### src/rtl/bsg_mem_gran_pkg.sv
// Shared types and helpers for the granular-mask banked SRAM.
package bsg_mem_gran_pkg;

    typedef enum logic {eInit, eReady} state_e;

    function automatic int mask_width(input int data_w, input int gran);
        return data_w / gran;
    endfunction

    // clog2 that never returns 0, so single-element structures still get a 1-bit index
    function automatic int safe_clog2(input int x);
        return (x <= 1) ? 1 : $clog2(x);
    endfunction

endpackage

### src/rtl/bsg_fifo_1r1w_small.sv
// Small circular-buffer FIFO with valid/ready input and valid/yumi output.
module bsg_fifo_1r1w_small
    import bsg_mem_gran_pkg::*;
#(
    parameter int width_p = 32,
    parameter int els_p = 2
) (
    input  logic               clk_i,
    input  logic               reset_i,
    input  logic               v_i,
    output logic               ready_o,
    input  logic [width_p-1:0] data_i,
    output logic               v_o,
    output logic [width_p-1:0] data_o,
    input  logic               yumi_i
);

    localparam int ptr_width_lp = safe_clog2(els_p);
    localparam int cnt_width_lp = $clog2(els_p + 1);

    logic [width_p-1:0]      mem [els_p];
    logic [ptr_width_lp-1:0] rd_ptr_r, wr_ptr_r;
    logic [cnt_width_lp-1:0] count_r;
    logic                    enq;

    function automatic logic [ptr_width_lp-1:0] ptr_inc(input logic [ptr_width_lp-1:0] p);
        return (p == ptr_width_lp'(els_p - 1)) ? '0 : p + ptr_width_lp'(1);
    endfunction

    assign ready_o = (count_r != cnt_width_lp'(els_p));
    assign v_o     = (count_r != '0);
    assign data_o  = mem[rd_ptr_r];
    assign enq     = v_i & ready_o;

    always_ff @(posedge clk_i) begin
        if (reset_i) begin
            rd_ptr_r <= '0;
            wr_ptr_r <= '0;
            count_r  <= '0;
        end else begin
            if (enq) wr_ptr_r <= ptr_inc(wr_ptr_r);
            if (yumi_i) rd_ptr_r <= ptr_inc(rd_ptr_r);
            count_r <= count_r + cnt_width_lp'(enq) - cnt_width_lp'(yumi_i);
        end
    end

    always_ff @(posedge clk_i) begin
        if (enq) mem[wr_ptr_r] <= data_i;
    end

endmodule

### src/rtl/bsg_mem_1rw_sync_mask_write_bit.sv
// Behavioural 1RW synchronous SRAM with a per-bit write mask; stand-in for a hardened macro.
module bsg_mem_1rw_sync_mask_write_bit
    import bsg_mem_gran_pkg::*;
#(
    parameter int width_p = 32,
    parameter int els_p = 16,
    localparam int addr_width_lp = safe_clog2(els_p)
) (
    input  logic                     clk_i,
    input  logic                     v_i,
    input  logic                     w_i,
    input  logic [addr_width_lp-1:0] addr_i,
    input  logic [width_p-1:0]       data_i,
    input  logic [width_p-1:0]       w_mask_i,
    output logic [width_p-1:0]       data_o
);

    logic [width_p-1:0] mem [els_p];

    always_ff @(posedge clk_i) begin
        if (v_i) begin
            if (w_i) begin
                mem[addr_i] <= (mem[addr_i] & ~w_mask_i) | (data_i & w_mask_i);
            end else begin
                data_o <= mem[addr_i];
            end
        end
    end

endmodule

### src/rtl/bsg_mem_1rw_sync_mask_write_gran_bank.sv
// One SRAM bank: widens the granular write mask to a per-bit mask.
module bsg_mem_1rw_sync_mask_write_gran_bank
    import bsg_mem_gran_pkg::*;
#(
    parameter int width_p = 32,
    parameter int els_p = 16,
    parameter int mask_gran_p = 8,
    localparam int addr_width_lp = safe_clog2(els_p),
    localparam int mask_width_lp = mask_width(width_p, mask_gran_p)
) (
    input  logic                     clk_i,
    input  logic                     v_i,
    input  logic                     w_i,
    input  logic [addr_width_lp-1:0] addr_i,
    input  logic [width_p-1:0]       data_i,
    input  logic [mask_width_lp-1:0] w_mask_i,
    output logic [width_p-1:0]       data_o
);

    logic [width_p-1:0] bit_mask;

    always_comb begin
        bit_mask = '0;
        for (int k = 0; k < mask_width_lp; k++) begin
            bit_mask[k*mask_gran_p +: mask_gran_p] = {mask_gran_p{w_mask_i[k]}};
        end
    end

    bsg_mem_1rw_sync_mask_write_bit #(
        .width_p(width_p),
        .els_p  (els_p)
    ) mem (
        .clk_i   (clk_i),
        .v_i     (v_i),
        .w_i     (w_i),
        .addr_i  (addr_i),
        .data_i  (data_i),
        .w_mask_i(bit_mask),
        .data_o  (data_o)
    );

endmodule

### src/rtl/bsg_mem_1rw_sync_mask_write_gran_pipe.sv
// Banked, pipelined 1RW SRAM with granular write mask and credit-managed read-data buffer.
// Optional BSG_MEM_1RW_SYNC_MASK_WRITE_GRAN_ZERO_INIT_EN zero-fills all banks after reset.
//
// state  | meaning
// eInit  | post-reset; requests blocked (zero-fill sweep when enabled)
// eReady | accepting requests while read credits remain
module bsg_mem_1rw_sync_mask_write_gran_pipe
    import bsg_mem_gran_pkg::*;
#(
    parameter int els_p = 64,
    parameter int data_width_p = 32,
    parameter int mask_gran_p = 8,
    parameter int num_banks_p = 1,
    parameter int pipeline_p = 0,
    parameter int out_els_p = 2,
    localparam int addr_width_lp = safe_clog2(els_p),
    localparam int mask_width_lp = mask_width(data_width_p, mask_gran_p)
) (
    input  logic                     clk_i,
    input  logic                     reset_i,
    input  logic                     v_i,
    input  logic                     w_i,
    input  logic [addr_width_lp-1:0] addr_i,
    input  logic [data_width_p-1:0]  data_i,
    input  logic [mask_width_lp-1:0] w_mask_i,
    output logic                     ready_o,
    output logic                     v_o,
    output logic [data_width_p-1:0]  data_o,
    input  logic                     yumi_i
);

    localparam int bank_bits_lp       = $clog2(num_banks_p);
    localparam int bank_sel_width_lp  = safe_clog2(num_banks_p);
    localparam int rows_lp            = els_p / num_banks_p;
    localparam int row_width_lp       = safe_clog2(rows_lp);
    localparam int credit_width_lp    = $clog2(out_els_p + 1);

    state_e                       state_r, state_n;
    logic [credit_width_lp-1:0]   credits_r;
    logic                         accept, rd_accept, init_active;
    logic [bank_sel_width_lp-1:0] bank_sel;
    logic [row_width_lp-1:0]      row_addr, bank_addr;
    logic [data_width_p-1:0]      bank_wdata;
    logic [mask_width_lp-1:0]     bank_wmask;
    logic [data_width_p-1:0]      bank_data [num_banks_p];

    if (num_banks_p == 1) begin : g_one_bank
        assign bank_sel = '0;
        assign row_addr = addr_i;
    end else begin : g_multi_bank
        assign bank_sel = addr_i[bank_bits_lp-1:0];
        assign row_addr = addr_i[addr_width_lp-1:bank_bits_lp];
    end

    assign ready_o   = (state_r == eReady) && (credits_r != '0);
    assign accept    = v_i & ready_o;
    assign rd_accept = accept & ~w_i;

`ifdef BSG_MEM_1RW_SYNC_MASK_WRITE_GRAN_ZERO_INIT_EN
    logic [row_width_lp-1:0] init_row_r, init_row_n;

    assign init_active = (state_r == eInit);

    always_comb begin
        state_n    = state_r;
        init_row_n = init_row_r;
        case (state_r)
            eInit: begin
                init_row_n = init_row_r + row_width_lp'(1);
                if (init_row_r == row_width_lp'(rows_lp - 1)) state_n = eReady;
            end
            default: state_n = eReady;
        endcase
    end

    always_ff @(posedge clk_i) begin
        if (reset_i) init_row_r <= '0;
        else         init_row_r <= init_row_n;
    end
`else
    assign init_active = 1'b0;

    always_comb begin
        state_n = eReady;
    end
`endif

    always_ff @(posedge clk_i) begin
        if (reset_i) begin
            state_r   <= eInit;
            credits_r <= credit_width_lp'(out_els_p);
        end else begin
            state_r   <= state_n;
            credits_r <= credits_r - credit_width_lp'(rd_accept) + credit_width_lp'(yumi_i);
        end
    end

    // The zero-fill sweep drives every bank at once with a full mask
    always_comb begin
        bank_addr  = row_addr;
        bank_wdata = data_i;
        bank_wmask = w_mask_i;
`ifdef BSG_MEM_1RW_SYNC_MASK_WRITE_GRAN_ZERO_INIT_EN
        if (init_active) begin
            bank_addr  = init_row_r;
            bank_wdata = '0;
            bank_wmask = '1;
        end
`endif
    end

    for (genvar b = 0; b < num_banks_p; b++) begin : g_bank
        logic sel;
        assign sel = (bank_sel == bank_sel_width_lp'(b));

        bsg_mem_1rw_sync_mask_write_gran_bank #(
            .width_p    (data_width_p),
            .els_p      (rows_lp),
            .mask_gran_p(mask_gran_p)
        ) bank (
            .clk_i   (clk_i),
            .v_i     (init_active | (accept & sel)),
            .w_i     (init_active | w_i),
            .addr_i  (bank_addr),
            .data_i  (bank_wdata),
            .w_mask_i(bank_wmask),
            .data_o  (bank_data[b])
        );
    end

    logic                         rd_v_r;
    logic [bank_sel_width_lp-1:0] rd_bank_r;
    logic [data_width_p-1:0]      mux_data, ret_data;
    logic                         ret_v;

    always_ff @(posedge clk_i) begin
        if (reset_i) begin
            rd_v_r    <= 1'b0;
            rd_bank_r <= '0;
        end else begin
            rd_v_r    <= rd_accept;
            rd_bank_r <= bank_sel;
        end
    end

    assign mux_data = bank_data[rd_bank_r];

    if (pipeline_p != 0) begin : g_pipe
        logic                    v_r;
        logic [data_width_p-1:0] d_r;

        always_ff @(posedge clk_i) begin
            if (reset_i) begin
                v_r <= 1'b0;
                d_r <= '0;
            end else begin
                v_r <= rd_v_r;
                d_r <= mux_data;
            end
        end

        assign ret_v    = v_r;
        assign ret_data = d_r;
    end else begin : g_no_pipe
        assign ret_v    = rd_v_r;
        assign ret_data = mux_data;
    end

    // Returning data bypasses an empty buffer so v_o rises the cycle it arrives
    logic                    fifo_v, fifo_ready, fifo_enq;
    logic [data_width_p-1:0] fifo_data;

    assign fifo_enq = ret_v & ~(~fifo_v & yumi_i);
    assign v_o      = fifo_v | ret_v;
    assign data_o   = fifo_v ? fifo_data : (ret_v ? ret_data : '0);

    bsg_fifo_1r1w_small #(
        .width_p(data_width_p),
        .els_p  (out_els_p)
    ) out_fifo (
        .clk_i  (clk_i),
        .reset_i(reset_i),
        .v_i    (fifo_enq),
        .ready_o(fifo_ready),
        .data_i (ret_data),
        .v_o    (fifo_v),
        .data_o (fifo_data),
        .yumi_i (yumi_i & fifo_v)
    );

`ifndef SYNTHESIS
    always_ff @(posedge clk_i) begin
        assert (data_width_p % mask_gran_p == 0);
        assert (els_p % num_banks_p == 0);
        if (!reset_i) begin
            assert (!yumi_i || v_o);
            assert (!$isunknown({v_i, w_i, addr_i}));
            assert (!fifo_enq || fifo_ready);
        end
    end
`endif

endmodule
### config.mk
export PLATFORM = sky130hd
export DESIGN_NAME = bsg_mem_1rw_sync_mask_write_gran_pipe
export DESIGN_NICKNAME = d
export VERILOG_FILES = /design/src/rtl/bsg_mem_gran_pkg.sv /design/src/rtl/bsg_fifo_1r1w_small.sv /design/src/rtl/bsg_mem_1rw_sync_mask_write_bit.sv /design/src/rtl/bsg_mem_1rw_sync_mask_write_gran_bank.sv /design/src/rtl/bsg_mem_1rw_sync_mask_write_gran_pipe.sv
export SDC_FILE = /design/constraint.sdc
export NUM_CORES = 2
export LEC_CHECK = 0
export ABC_AREA = 1
export CORE_MARGIN = 3
export CORE_UTILIZATION = 39
export DETAILED_ROUTE_END_ITERATION = 6
export REMOVE_ABC_BUFFERS = 1
export SYNTH_ARGS = -nofsm -noshare
export SYNTH_HDL_FRONTEND = slang
export SYNTH_SLANG_ARGS = --single-unit
export TNS_END_PERCENT = 50
### constraint.sdc
create_clock -name clk_i -period 3.5 [get_ports clk_i]
set_clock_uncertainty 0.2 [all_clocks]
set_input_delay 0.35 -clock clk_i [delete_from_list [all_inputs] [get_ports clk_i]]
set_output_delay 0.35 -clock clk_i [all_outputs]
set_load 0.02 [all_outputs]
==> flow_summary.json <==
{
  "outcome": "completed",
  "hold_viol": 0,
  "cp_max_fo": 18,
  "clkTransAtPathRegs_ns": 0.06,
  "r2r_start": "g_bank[0].bank.mem.mem[26][0]$_DFFE_PP_",
  "worstSkewPairLatency_ns": 0.87,
  "die_x_um": 492,
  "post-synth-top-count-cell": "nand2_1",
  "irDropWorstVdd_mv": 0.514,
  "crit_type": "reg -> out",
  "std_cell_rows": 177,
  "p_per_area_nw_per_um2": 520,
  "post-cts-setup-buffers": 0,
  "routed-via-count": 62200,
  "synth.cell_area_sq_um": 92300,
  "die_y_um": 492,
  "cts_root_buf": "clkbuf_16",
  "ctsLongestPathBuffers": 3,
  "cp-start-kind": "register",
  "hold_path_class": "in -> reg",
  "wl_um": 270000,
  "io_pins": 81,
  "wl_met2_um": 127000,
  "crit_required_ns": 2.95,
  "report.final.slew_viol_count": 0,
  "grt_pass1_wl_um": 395000,
  "fmax_mhz": 303,
  "numCtsBuffers": 220,
  "setup_slack_ns": 0.197,
  "antenna_found_initial": 15,
  "track_usage": 0.220,
  "drtIter0Drc": 6683,
  "cts.sinks": 2153,
  "tightest_slew_ns": 0.684,
  "ys.warnings.count": 0,
  "wire_per_inst_um": 21.4,
  "synth_top_area_frac": 0.698,
  "async_flop_share": 0,
  "routed.top_layer": "met5",
  "drv_cap": 0,
  "initial_utilization": 0.395,
  "synth_area_leaders": "edfxtp_1 70%, nand2_1 11%, inv_1 7.7%, nand3_1 5.4%, buf_2 1.5%",
  "drt-met1-wl_um": 112000,
  "cp.arrival_ns": 2.75,
  "fin_util": 0.469,
  "grt_pass1_vias": 59100,
  "yosysUniqueCellTypes": 28,
  "ys.flop_type": "edfxtp_1",
  "fillCellCount": 21000,
  "synth_edf_count": 2144,
  "leakage_uw": 0.0472,
  "rsz0062_at_grt": "false",
  "grt_overflow_total": 0,
  "grt_max_degree": 113,
  "postSynthCellCount": 8833,
  "setup_viol": 0,
  "pre_cts_slack_ns": -0.347,
  "numPortBuffers": 80,
  "yosys-top-cells-count": "2,662 x nand2_1, 2,144 x edfxtp_1, 1,883 x inv_1",
  "synth_area_leader_cell": "edfxtp_1",
  "drive_gt1_frac": 0.104,
  "cts_tree": "done",
  "place_hpwl_um": 165000,
  "syn_area_per_cell_sq_um": 10.4,
  "nets": 9348,
  "fp.coreArea_sq_um": 234000,
  "synth_seq_cells": 2153,
  "worst_setup_path_end_kind": "primary output",
  "synth-seq-area-share": 0.700,
  "htree_levels": 4,
  "layout_min_cycle_time_ns": 3.30,
  "hp-start": "yumi_i",
  "p_total_uw": 57000,
  "relSlewSlack": 0.543,
  "met3_length_um": 20600,
  "via_per_inst": 4.93,
  "gp_congestion": 0.872,
  "areaGrowthSynthToFinish_pct": 18.8,
  "drc": 0,
  "die-area_sq_um": 242000,
  "dr.pass1.iters": 7,
  "fin_crit_sh": 0.944,
  "ant_nets": 0
}
[final timing paths]
path,endpoint,slack (ns),cells after the start
max,data_o[15],0.20,4
min,out_fifo.rd_ptr_r$_SDFFE_PP0P_,0.07,4
max reg2reg,g_bank[0].bank.mem.mem[5][0]$_DFFE_PP_,0.77,11
min reg2reg,out_fifo.rd_ptr_r$_SDFFE_PP0P_,0.26,1
[registers in the layout (all words and copies together) (netlist names), named ones only]
register / flops
g_bank.bank.mem.mem: 2048
out_fifo.mem: 64
g_bank.bank.mem.data_o: 32
credits_r: 2
out_fifo.count_r: 2
out_fifo.rd_ptr_r: 1
out_fifo.wr_ptr_r: 1
rd_v_r: 1
state_r: 1
[through the flow]
step	instances	instance area (sq um)	setup TNS (ns)	hold slack, ns
6_report	12600	110000	0	0.0727
5_1_grt	12600	110000	0	0.0894
4_1_cts	12600	110000	0	0.00491
3_5_place_dp	12200	103000	-188.86	0.248
3_3_place_gp	12200	103000	-179.23	0.238
2_1_floorplan	8448	90400	-	0.221
[repair_timing]
action	in CTS	in global routing
hold buffers	3	0
endpoints found under the setup margin	1	1
cloned	0	0
pin swaps	0	0
gates resized for setup	1	1
hold endpoints to repair	3	0
[per-layer routing]
layer / global-route usage / vias up
li1: - / 29100
met1: 0.298 / 30200
met2: 0.357 / 2419
met3: 0.0322 / 481
met4: 0.0851 / 4
met5: 0 / -
[cells by family after synthesis]
kind of cell             after synthesis  synth area share
adder cells (fa/ha/maj)                4          0.000542
XOR/XNOR                               2          0.000190
AO/OA/AOI/OAI                        327            0.0195
buffers and inverters               2274            0.0970
flip-flops                          2153             0.700
AND/OR/NAND/NOR                     4073             0.183
[layout make-up]
class                      count  area, sq um  share of cell area
sequential                  2153        64600               0.589
multi-input combinational   4406        19400               0.177
timing repair buffer         627         7670              0.0700
inverter                    1889         7110              0.0649
clock buffer                 270         5780              0.0527
tap                         3132         3920              0.0358
clock inverter               138         1160              0.0106
antenna                        3         7.51           0.0000685
[cell usage in the layout (no fill, tap or decap), types with 2 or more instances in the layout]
master | synthesis | layout
nand2_1 | 2662 | 2630
edfxtp_1 | 2144 | 2144
inv_1 | 1883 | 1883
nand3_1 | 998 | 998
buf_4 | 9 | 329
clkbuf_16 | 0 | 224
buf_12 | 0 | 221
nor2_1 | 274 | 206
o21ai_1 | 143 | 143
o21ai_0 | 116 | 116
or2_1 | 83 | 83
nor2_4 | 1 | 71
clkdlybuf4s50_1 | 0 | 71
clkinv_1 | 0 | 64
clkbuf_1 | 74 | 46
clkinv_2 | 0 | 40
nand2_2 | 1 | 33
o211ai_1 | 32 | 32
o31ai_1 | 32 | 32
or2_0 | 22 | 22
or2_2 | 21 | 21
bufinv_16 | 0 | 16
dfxtp_1 | 9 | 9
nor3_2 | 0 | 8
clkinvlp_4 | 0 | 5
inv_2 | 5 | 4
inv_16 | 0 | 4
ha_1 | 4 | 4
inv_6 | 0 | 4
clkinv_8 | 0 | 4
diode_2 | 0 | 3
a21oi_1 | 3 | 3
dlygate4sd3_1 | 0 | 3
xor2_1 | 2 | 2
[critical path: stages, from the launching register on]
cell	delay, ns
dfxtp_1	0.48
buf_4	0.31
nor2_1	0.08
o31ai_1	0.34
clkdlybuf4s50_1	0.68
[report_power, final]
part           leakage [uW]  internal (uW)  switching, uW  total (uW)
combinational        0.0243           1670           3570        5240
clock               0.00339          12900           9900       22800
sequential           0.0195          28900           46.8       29000
total                0.0472          43500          13500       57000
Power figures use the tool's default switching activity.
